## config.mk

```make
export PLATFORM = sky130hd
export DESIGN_NAME = seg_dyn_driver_flat
export DESIGN_NICKNAME = d
export VERILOG_FILES = /design/src/rtl/seg_dyn_driver_if.sv /design/src/rtl/seg_dyn_driver.sv /design/src/flat_wrapper.sv
export SDC_FILE = /design/constraint.sdc
export NUM_CORES = 1
export LEC_CHECK = 0
export ABC_AREA = 1
export CORE_MARGIN = 3
export CORE_UTILIZATION = 55
export DETAILED_ROUTE_END_ITERATION = 12
export PLACE_DENSITY_LB_ADDON = 0.05
export SKIP_LAST_GASP = 1
export SYNTH_ARGS = -nofsm -noshare
export SYNTH_HDL_FRONTEND = slang
export SYNTH_SLANG_ARGS = --single-unit
```

## constraint.sdc

```tcl
create_clock -name sys_clk -period 2.8 [get_ports sys_clk]
set_input_delay 0.42 -clock sys_clk [delete_from_list [all_inputs] [get_ports sys_clk]]
set_output_delay 0.42 -clock sys_clk [all_outputs]
set_load 0.005 [all_outputs]
```

## src/rtl/seg_dyn_driver_if.sv

```systemverilog
// Value/format bundle from a data source to the seven-segment driver,
// plus the multiplexed digit-select and segment lines it produces.
interface seg_dyn_driver_if;
    logic [19:0] data;
    logic [5:0]  point;
    logic        sign;
    logic        seg_en;
    logic [5:0]  sel;
    logic [7:0]  seg;

    modport master (
        output data, point, sign, seg_en,
        input  sel, seg
    );

    modport slave (
        input  data, point, sign, seg_en,
        output sel, seg
    );
endinterface

```

## src/rtl/seg_dyn_driver.sv

```systemverilog
// Binary-to-BCD (sequential double dabble) plus 6-digit common-anode
// seven-segment scanner with leading-zero blanking, sign and decimal points.
module seg_dyn_driver #(
    parameter int unsigned CNT_SCAN_MAX = 49_999,
    parameter int unsigned DATA_MAX     = 999_999
) (
    input  logic              sys_clk,
    input  logic              sys_rst_n,
    seg_dyn_driver_if.slave   bus
);

    localparam int unsigned CW = (CNT_SCAN_MAX > 0) ? $clog2(CNT_SCAN_MAX + 1) : 1;
    localparam logic [CW-1:0] CNT_MAX_C = CW'(CNT_SCAN_MAX);
    localparam logic [19:0]   SAT_C     = 20'(DATA_MAX);
    localparam logic [4:0]    LAST_SH_C = 5'd19;

    typedef enum logic [1:0] {
        S_LOAD,
        S_SHIFT,
        S_DONE
    } state_e;

    state_e state_q, state_d;

    logic [19:0]      bin_q, bin_d;
    logic [23:0]      bcd_q, bcd_d;
    logic [23:0]      bcd_adj;
    logic [4:0]       sh_cnt_q, sh_cnt_d;
    logic [5:0]       lpt_q, lpt_d;
    logic             lsign_q, lsign_d;
    logic             len_q, len_d;

    logic [5:0][3:0]  dig_q, dig_d;
    logic [5:0]       dpt_q, dpt_d;
    logic             dsign_q, dsign_d;
    logic             den_q, den_d;

    logic [CW-1:0]    cnt_q, cnt_d;
    logic [2:0]       idx_q, idx_d;
    logic             wrap;

    logic [2:0]       top;
    logic [5:0]       sel_q, sel_d;
    logic [7:0]       seg_q, seg_d;

    function automatic logic [7:0] seg_code(input logic [3:0] d);
        logic [7:0] c;
        c = 8'hFF;
        unique case (d)
            4'd0:    c = 8'hC0;
            4'd1:    c = 8'hF9;
            4'd2:    c = 8'hA4;
            4'd3:    c = 8'hB0;
            4'd4:    c = 8'h99;
            4'd5:    c = 8'h92;
            4'd6:    c = 8'h82;
            4'd7:    c = 8'hF8;
            4'd8:    c = 8'h80;
            4'd9:    c = 8'h90;
            default: c = 8'hFF;
        endcase
        return c;
    endfunction

    always_comb begin
        bcd_adj = bcd_q;
        for (int i = 0; i < 6; i++) begin
            if (bcd_q[i*4 +: 4] >= 4'd5) begin
                bcd_adj[i*4 +: 4] = bcd_q[i*4 +: 4] + 4'd3;
            end
        end
    end

    always_comb begin
        state_d  = state_q;
        bin_d    = bin_q;
        bcd_d    = bcd_q;
        sh_cnt_d = sh_cnt_q;
        lpt_d    = lpt_q;
        lsign_d  = lsign_q;
        len_d    = len_q;
        dig_d    = dig_q;
        dpt_d    = dpt_q;
        dsign_d  = dsign_q;
        den_d    = den_q;
        unique case (state_q)
            S_LOAD: begin
                bin_d    = (bus.data > SAT_C) ? SAT_C : bus.data;
                bcd_d    = '0;
                sh_cnt_d = '0;
                lpt_d    = bus.point;
                lsign_d  = bus.sign;
                len_d    = bus.seg_en;
                state_d  = S_SHIFT;
            end
            S_SHIFT: begin
                {bcd_d, bin_d} = {bcd_adj, bin_q} << 1;
                sh_cnt_d = sh_cnt_q + 5'd1;
                if (sh_cnt_q == LAST_SH_C) begin
                    state_d = S_DONE;
                end
            end
            S_DONE: begin
                dig_d   = bcd_q;
                dpt_d   = lpt_q;
                dsign_d = lsign_q;
                den_d   = len_q;
                state_d = S_LOAD;
            end
            default: begin
                state_d = S_LOAD;
            end
        endcase
    end

    always_comb begin
        wrap  = (cnt_q == CNT_MAX_C);
        cnt_d = wrap ? '0 : cnt_q + 1'b1;
        idx_d = idx_q;
        if (wrap) begin
            idx_d = (idx_q == 3'd5) ? 3'd0 : idx_q + 3'd1;
        end
    end

    // Highest digit that must be drawn; everything above it is blank
    always_comb begin
        top = 3'd0;
        for (int i = 1; i < 6; i++) begin
            if (dig_q[i] != 4'd0 || dpt_q[i]) begin
                top = 3'(i);
            end
        end
    end

    always_comb begin
        sel_d = 6'b000000;
        seg_d = 8'hFF;
        if (den_q) begin
            sel_d = 6'b000001 << idx_q;
            if (idx_q <= top) begin
                seg_d = seg_code(dig_q[idx_q]);
                if (dpt_q[idx_q]) begin
                    seg_d[7] = 1'b0;
                end
            end else if (dsign_q && idx_q == top + 3'd1) begin
                seg_d = 8'hBF;
            end
        end
    end

    always_ff @(posedge sys_clk) begin
        if (!sys_rst_n) begin
            state_q  <= S_LOAD;
            bin_q    <= '0;
            bcd_q    <= '0;
            sh_cnt_q <= '0;
            lpt_q    <= '0;
            lsign_q  <= 1'b0;
            len_q    <= 1'b0;
            dig_q    <= '0;
            dpt_q    <= '0;
            dsign_q  <= 1'b0;
            den_q    <= 1'b0;
            cnt_q    <= '0;
            idx_q    <= '0;
            sel_q    <= 6'b000000;
            seg_q    <= 8'hFF;
        end else begin
            state_q  <= state_d;
            bin_q    <= bin_d;
            bcd_q    <= bcd_d;
            sh_cnt_q <= sh_cnt_d;
            lpt_q    <= lpt_d;
            lsign_q  <= lsign_d;
            len_q    <= len_d;
            dig_q    <= dig_d;
            dpt_q    <= dpt_d;
            dsign_q  <= dsign_d;
            den_q    <= den_d;
            cnt_q    <= cnt_d;
            idx_q    <= idx_d;
            sel_q    <= sel_d;
            seg_q    <= seg_d;
        end
    end

    assign bus.sel = sel_q;
    assign bus.seg = seg_q;

endmodule
```

## src/flat_wrapper.sv

```systemverilog
// flat-port wrapper written by rule: the top's interface ports become plain ports
module seg_dyn_driver_flat 
#(
    parameter int unsigned CNT_SCAN_MAX = 49_999,
    parameter int unsigned DATA_MAX     = 999_999
)
  (sys_clk, sys_rst_n, bus_data, bus_point, bus_sign, bus_seg_en, bus_sel, bus_seg);
  seg_dyn_driver_if bus_i ();
  input  logic sys_clk;
  input  logic sys_rst_n;
  input wire logic [$bits(bus_i.data)-1:0] bus_data;
  input wire logic [$bits(bus_i.point)-1:0] bus_point;
  input wire logic [$bits(bus_i.sign)-1:0] bus_sign;
  input wire logic [$bits(bus_i.seg_en)-1:0] bus_seg_en;
  output wire logic [$bits(bus_i.sel)-1:0] bus_sel;
  output wire logic [$bits(bus_i.seg)-1:0] bus_seg;
  assign bus_i.data = bus_data;
  assign bus_i.point = bus_point;
  assign bus_i.sign = bus_sign;
  assign bus_i.seg_en = bus_seg_en;
  assign bus_sel = bus_i.sel;
  assign bus_seg = bus_i.seg;
  seg_dyn_driver #(.CNT_SCAN_MAX(CNT_SCAN_MAX), .DATA_MAX(DATA_MAX)) u_core (.sys_clk(sys_clk), .sys_rst_n(sys_rst_n), .bus(bus_i));
endmodule
```

==> metrics.md, run 1 <==
| Metric | Value |
|---|---|
| Finished Layout Cells | 963 |
| Share of cells above drive strength 1 | 0.0675 |
| Min Tclk post-route | 2.48 ns |
| Initial Utilization | 0.574 |
| Synth Cell Area | 0.00568 sq mm |
| Filler cells | 827 |
| Post-synthesis cell type with the largest combined area | dfxtp_1 |
| Synth Instances | 776 |
| GRT Residual Overflow | 0 |
| Largest net degree at the start of global routing | 51 |
| Worst Hold Path EP | u_core.bin_q[19]$_SDFFE_PN0P_ |
| Register Area | 0.00248 sq mm |
| Hold Fails Final Rpt | 0 |
| Worst-Skew Late Latency | 0.52 ns |
| Leakage | 2.74 nW |
| Hold_ws | 0.352 ns |
| Count leader, synth | nor2_1 |
| First-pass GRT wire length | 21.4 mm |
| HP Start | sys_rst_n |
| Syn Nets | 829 |
| Avg Synthesized Cell Area | 7.33 sq um |
| Worst r2r src | u_core.dig_q[22]$_SDFFE_PN0N_ |
| Area growth from synthesis to layout | 20.3% |
| Vias in the first global route | 4937 |
| Share of the synthesized area in the top cell type | 0.437 |
| Crit path capture type | flip-flop |
| EDFF count, synth | 0 |
| Initial antenna violation count | 0 |
| H-tree depth | 4 |
| Final number of setup-violating endpoints | 0 |
| Post-DRT Antenna Nets | 0 |
| Register-to-Register Path Depth | 10 |
| Port bufs | 43 |
| Worst Setup Start Kind | flip-flop |
| Sequential area share after synthesis | 0.437 |
| Setup CP Type | reg2reg |
| CP most frequent cell | nand2_1 |
| Via/cell ratio | 5.36 |
| Final Net Count | 870 |
| Synth Register Bits | 124 |
| Max_slew headroom | 0.381 |
| Dpl cells | 931 |
| CP Max Fanout | 7 |
| Final Max Slew Viols | 0 |
| CTS Buf Count | 17 |
| CTS tree | yes |
| Sink Count | 124 |
| Most used DFF post-synth | dfxtp_1 |
| Top post-synthesis cells by area | dfxtp_1, nor2_1, nand2_1, inv_1, ha_1 |
| Global placement routability congestion | 0.896 |
| Hold path depth | 3 |
| Postcts setup bufs | 0 |
| Pre-antenna DRT Iters | 5 |
| Total track usage | 0.231 |
| Post-route setup TNS | 0 ns |
| Row cnt | 36 |
| Area of the multi-input gates | 0.00269 sq mm |
| Io pins | 44 |
| Req. time, crit path | 3.22 ns |
| # DRC | 0 |
| Status | finished, final reports clean |
| Die footprint | 0.0116 sq mm |
| Asr flop ratio synth | 0 |
| Number of antenna diodes | 0 |
| Core area | 0.00991 sq mm |
| RSZ-0062 raised after global routing | false |
| Measured slew at the worst slew-check pin | 0.926 ns |
| Final worst setup slack | 0.323 ns |
| Die outline height | 108 microns |
| Clk_skew | 0.00421 ns |
| Clock Path Buffers | 2 |
| DR WL/cell | 13.2 microns |
| Synth unique cells | 39 |
| Worst-path cell chain | nor4_2, nand2_1, a21oi_1, inv_1, ha_1, nand3b_1, a32oi_1, nor2_1, nand2_1, or2_1 |
| Clk root buf | clkbuf_8 |
| HPWL Detailed | 8.77 mm |
| Post-synth top cells | nor2_1, dfxtp_1, nand2_1, inv_1, a21oi_1 |
| Post-CTS sizing | 0 |
| Crit path arrival time | 2.89 ns |
| HP Class | in2reg |
| Max Cap Viol | 0 |
| Total vias in the final route | 5157 |
| Critical Path Max Stage Delay | 0.38 ns |
| Max Freq | 404 MHz |
| Worst flop-to-flop path endpoint | u_core.bus.seg[0]$_SDFF_PN1_ |
| Max IR drop VDD | 0.534 mV |
| Worst-path clk slew | 0.06 ns |
| WL final | 12.7 mm |
| 1st-iter DRT viols | 251 |
| R2r setup slk | 0.32 ns |
| Die Wd | 108 microns |
| Setup Slack @ Placement | 0.298 ns |
| Period Utilization, post-route | 0.885 |
| # hold bufs at CTS | 0 |
| Slowest CP cell | nor4_2 |
| Pwr per Cell Area | 617 mW/mm^2 |
| Yosys warns | 0 |
[placed cells by master, fill, tap and decap left out, types with 2 or more instances in the layout]
cell type        synthesis  final
a211oi_1                 2      2
a21oi_1                 50     50
a21oi_2                  2      2
buf_4                    2      4
bufinv_16                0      4
clkbuf_16                0     16
clkbuf_8                 0      3
clkdlybuf4s50_1          0     42
clkinv_1                 2      2
clkinv_2                 0      5
clkinvlp_4               0      2
dfxtp_1                124    124
ha_1                    23     23
inv_1                   95     95
inv_2                   12     12
nand2_1                117    117
nand3_1                 29     29
nand4_1                  7      7
nor2_1                 135    134
nor3_1                  10     10
nor3b_1                  5      5
nor4_1                   3      2
o21ai_0                 42     42
o21ai_1                 24     24
o22ai_1                 17     17
o32ai_1                 23     23
or2_0                    2      2
xor2_1                  12     12
[layout make-up]
| cell class | instances | share of cell area |
|---|---|---|
| Tap cell | 133 | 0.0243 |
| Inverter | 109 | 0.0598 |
| Clock buffer | 20 | 0.0651 |
| Clock inverter | 12 | 0.0247 |
| Sequential cell | 124 | 0.363 |
| Multi-Input combinational cell | 517 | 0.394 |
| Timing Repair Buffer | 48 | 0.0695 |
[worst max-delay path by stage]
stage                                  startpoint                           end  slack [ns]  depth (start not counted)
floorplan           u_core.dig_q[18]$_SDFFE_PN0N_  u_core.bus.seg[0]$_SDFF_PN1_        0.70                         10
CTS                 u_core.dig_q[22]$_SDFFE_PN0N_  u_core.bus.seg[0]$_SDFF_PN1_        0.27                         10
global route        u_core.dig_q[17]$_SDFFE_PN0N_  u_core.bus.seg[0]$_SDFF_PN1_        0.08                         12
finish              u_core.dig_q[22]$_SDFFE_PN0N_  u_core.bus.seg[0]$_SDFF_PN1_        0.32                         10
detailed placement  u_core.dig_q[22]$_SDFFE_PN0N_  u_core.bus.seg[0]$_SDFF_PN1_        0.30                         10
global placement    u_core.dig_q[22]$_SDFFE_PN0N_  u_core.bus.seg[0]$_SDFF_PN1_        0.43                         10
[metrics by stage]
step | util | cell area (sq um) | power (mW)
after floorplan | - | 5680 | 1.93
after global placement | 0.628 | 6220 | 2.00
after detailed placement | 0.628 | 6220 | 2.00
after CTS | 0.690 | 6830 | 4.26
after global routing | 0.690 | 6840 | 4.36
final | 0.690 | 6840 | 4.22
[worst max-delay path: cells and delay by family, from the launching register on]
kind | cells | cell delay (ns)
DFF | 1 | 0.35
buffers and inverters | 1 | 0.07
AOI/OAI and AO/OA | 2 | 0.29
and+or+nand+nor | 6 | 1.35
adders and majority gates | 1 | 0.30
[state kept, by name, indices dropped and copies added, names as in the netlist]
signal	flops
u_core.bcd_q	24
u_core.bin_q	20
u_core.bus.seg	8
u_core.bus.sel	6
u_core.cnt_q	16
u_core.den_q	1
u_core.dig_q	24
u_core.dpt_q	6
u_core.dsign_q	1
u_core.idx_q	3
u_core.len_q	1
u_core.lpt_q	6
u_core.lsign_q	1
u_core.sh_cnt_q	5
u_core.state_q	2
[cell families after synthesis]
kind of cell             count (synthesis)  share of synthesized area
AO/OA/AOI/OAI                          168                      0.175
adder cells (fa/ha/maj)                 23                     0.0506
XOR/XNOR                                13                     0.0200
flip-flops                             124                      0.437
buffers and inverters                  135                     0.0913
AND/OR/NAND/NOR                        313                      0.226
[power by group]
part / switching [mW] / internal [mW]
clock: 0.769 / 1.48
combinational: 0.0873 / 0.0715
sequential: 0.0137 / 1.80
total: 0.870 / 3.35
[per-layer routing]
metal,routed length [microns],track usage,up-vias
met5,0,0,-
met1,5680,0.268,2397
met2,6330,0.405,102
li1,-,-,2639
met3,470,0.0582,19
met4,201,0.0902,0
No activity file was read; power rests on OpenSTA's default activity.
==> inputs of run 2 (changes only) <==
RECOVER_POWER = 100   (was not set)
REMOVE_ABC_BUFFERS = 1   (was not set)
SKIP_LAST_GASP = not set   (was 1)
==> run 2 against run 1 <==
Net effect: sequential cell count stayed put; sequential share of layout area is 0.25 points higher; global-route usage is 0.81 points lower; via count is 2.7% lower; first-iteration DRC count is 1.2% lower; worst setup slack better by 0.049 ns; wire length is 5.4% lower; critical path depth is 5 lower; critical path type unchanged.
==> metrics.md, run 2 (synthesis gave the netlist of run 1 again) <==
| Metric | Value |
|---|---|
| Measured slew at the worst slew-check pin | 0.910 ns (-0.0159 ns) |
| Setup CP Type | reg2reg |
| Row cnt | 36 (unchanged) |
| Initial Utilization | 0.574 (unchanged) |
| Largest regs | u_core.bcd_q: 24 flops, u_core.dig_q: 24 flops, u_core.bin_q: 20 flops |
| Die footprint | 0.0116 sq mm (unchanged) |
| Clock Path Buffers | 2 (unchanged) |
| Post-route cell area | 0.00679 sq mm (-0.70%) |
| Leakage | 2.73 nW (-0.43%) |
| Period Utilization, post-route | 0.867 (-0.0174) |
| CTS tree | yes |
| RSZ-0062 raised after global routing | false |
| Area after DPL | 0.00621 sq mm (-0.20%) |
| Port bufs | 43 (unchanged) |
| Total vias in the final route | 5020 (-2.7%) |
| HPWL Detailed | 8.49 mm (-3.1%) |
| Worst-Skew Late Latency | 0.52 ns (about the same) |
| Dpl cells | 931 (unchanged) |
| Crit path capture type | flip-flop |
| Worst r2r src | u_core.state_q[1]$_SDFFE_PN0P_ |
| Die Wd | 108 microns (unchanged) |
| HP Start | sys_rst_n |
| H-tree depth | 4 (unchanged) |
| Sink Count | 124 (unchanged) |
| Final Max Slew Viols | 0 (unchanged) |
| Hold Fails Final Rpt | 0 (unchanged) |
| Vias in the first global route | 4714 (-4.5%) |
| Total track usage | 0.222 (-0.00811) |
| Max Cap Viol | 0 (unchanged) |
| Post-CTS sizing | 0 (unchanged) |
| Core area | 0.00991 sq mm (unchanged) |
| Slowest CP cell | clkbuf_2 |
| HP Class | in2reg |
| Min Tclk post-route | 2.43 ns (-0.0486 ns) |
| Clk root buf | clkbuf_8 |
| Post-route setup TNS | 0 ns (unchanged) |
| Worst-path clk slew | 0.05 ns (about the same) |
| Pre-antenna DRT Iters | 5 (unchanged) |
| Global placement routability congestion | 0.959 (+7.0%) |
| Status | finished, final reports clean |
| Critical Path Max Stage Delay | 0.70 ns (+0.32 ns) |
| Max_slew headroom | 0.392 (+0.0106) |
| Finished Layout Cells | 963 (unchanged) |
| Worst Setup Start Kind | flip-flop |
| Final Net Count | 870 (unchanged) |
| # DRC | 0 (unchanged) |
| Crit path arrival time | 2.87 ns (-0.02 ns) |
| Pwr per Cell Area | 610 mW/mm^2 (-1.2%) |
| DR WL/cell | 12.5 microns (-5.4%) |
| GRT Residual Overflow | 0 (unchanged) |
| # hold bufs at CTS | 0 (unchanged) |
| CP Max Fanout | 50 (+43) |
| First-pass GRT wire length | 21.0 mm (-1.9%) |
| Most common cell after layout, fill and taps aside | nor2_1 |
| Filler cells | 839 (+1.5%) |
| WL final | 12.0 mm (-5.4%) |
| Via/cell ratio | 5.21 (-2.7%) |
| Final number of setup-violating endpoints | 0 (unchanged) |
| CTS Buf Count | 17 (unchanged) |
| Clk_skew | 0.00807 ns (+0.00385 ns) |
| Hold_ws | 0.348 ns (-0.00444 ns) |
| Number of antenna diodes | 0 (unchanged) |
| Req. time, crit path | 3.24 ns (+0.02 ns) |
| 1st-iter DRT viols | 248 (-1.2%) |
| Largest net degree at the start of global routing | 51 (unchanged) |
| Max Freq | 412 MHz (+2.0%) |
| Share of cells above drive strength 1 | 0.0530 (-0.0145) |
| Die outline height | 108 microns (unchanged) |
| Area growth from synthesis to layout | 19.5% |
| Initial antenna violation count | 0 (unchanged) |
| Most frequent cells in the layout | nor2_1, dfxtp_1, nand2_1 |
| Worst-path cell chain | inv_1, nor2_1, clkbuf_2, o21ai_0, a21oi_1 |
| CP startpoint | u_core.state_q[1]$_SDFFE_PN0P_ |
| Postcts setup bufs | 0 (unchanged) |
| Post-DRT Antenna Nets | 0 (unchanged) |
| Io pins | 44 (unchanged) |
| Max IR drop VDD | 0.444 mV (-17%) |
==> run 2: through the flow <==
stage | utilization | power (mW) | setup slack (ns)
2_1_floorplan | - | 1.92 | 0.0690
3_3_place_gp | 0.626 | 2.00 | 0.598
3_5_place_dp | 0.626 | 2.00 | 0.491
4_1_cts | 0.686 | 4.18 | 0.470
5_1_grt | 0.685 | 4.28 | 0.116
6_report | 0.685 | 4.14 | 0.371
==> run 2: per-layer routing <==
metal / part of all wire / track usage / up-vias / wire length, microns
li1: - / - / 2629 / -
met1: 0.46 / 0.282 / 2273 / 5530
met2: 0.48 / 0.364 / 94 / 5730
met3: 0.041 / 0.0606 / 24 / 487
met4: 0.020 / 0.0794 / 0 / 244
met5: 0 / 0 / - / 0
==> run 2: path summary, 6_finish.rpt <==
path | endpoint | slack (ns) | depth (start not counted)
hold reg to reg | u_core.cnt_q[0]$_SDFF_PP0_ | 0.46 | 1
hold / removal | u_core.bin_q[19]$_SDFFE_PN0P_ | 0.35 | 3
setup reg to reg | u_core.dig_q[18]$_SDFFE_PN0N_ | 0.37 | 5
setup / recovery | u_core.dig_q[18]$_SDFFE_PN0N_ | 0.37 | 5
==> run 2: layout make-up <==
| type | count | area (sq um) | share of cell area |
|---|---|---|---|
| multi-input combinational | 517 | 2680 | 0.395 |
| clock buffer | 25 | 484 | 0.0713 |
| clock inverter | 7 | 110 | 0.0162 |
| timing repair buffer | 48 | 457 | 0.0672 |
| tap | 133 | 166 | 0.0245 |
| sequential | 124 | 2480 | 0.366 |
| inverter | 109 | 409 | 0.0602 |
==> run 2: critical path: cells and delay by family (launching register included) <==
kind                   cells  cell delay, ns
buffers and inverters      2            1.05
AND/OR/NAND/NOR            1            0.46
flip-flops                 1            0.47
AO/OA/AOI/OAI              2            0.35
==> run 2: where the power goes <==
part | total [mW] | switching, mW | internal [mW]
combinational | 0.154 | 0.0849 | 0.0689
clock | 2.18 | 0.735 | 1.44
sequential | 1.81 | 0.0129 | 1.80
==> inputs of run 3 (changes only) <==
SLEW_MARGIN = 10   (was not set)
==> results of run 3 <==
No change in the layout: final DEF, timing and power equal those of run 2.
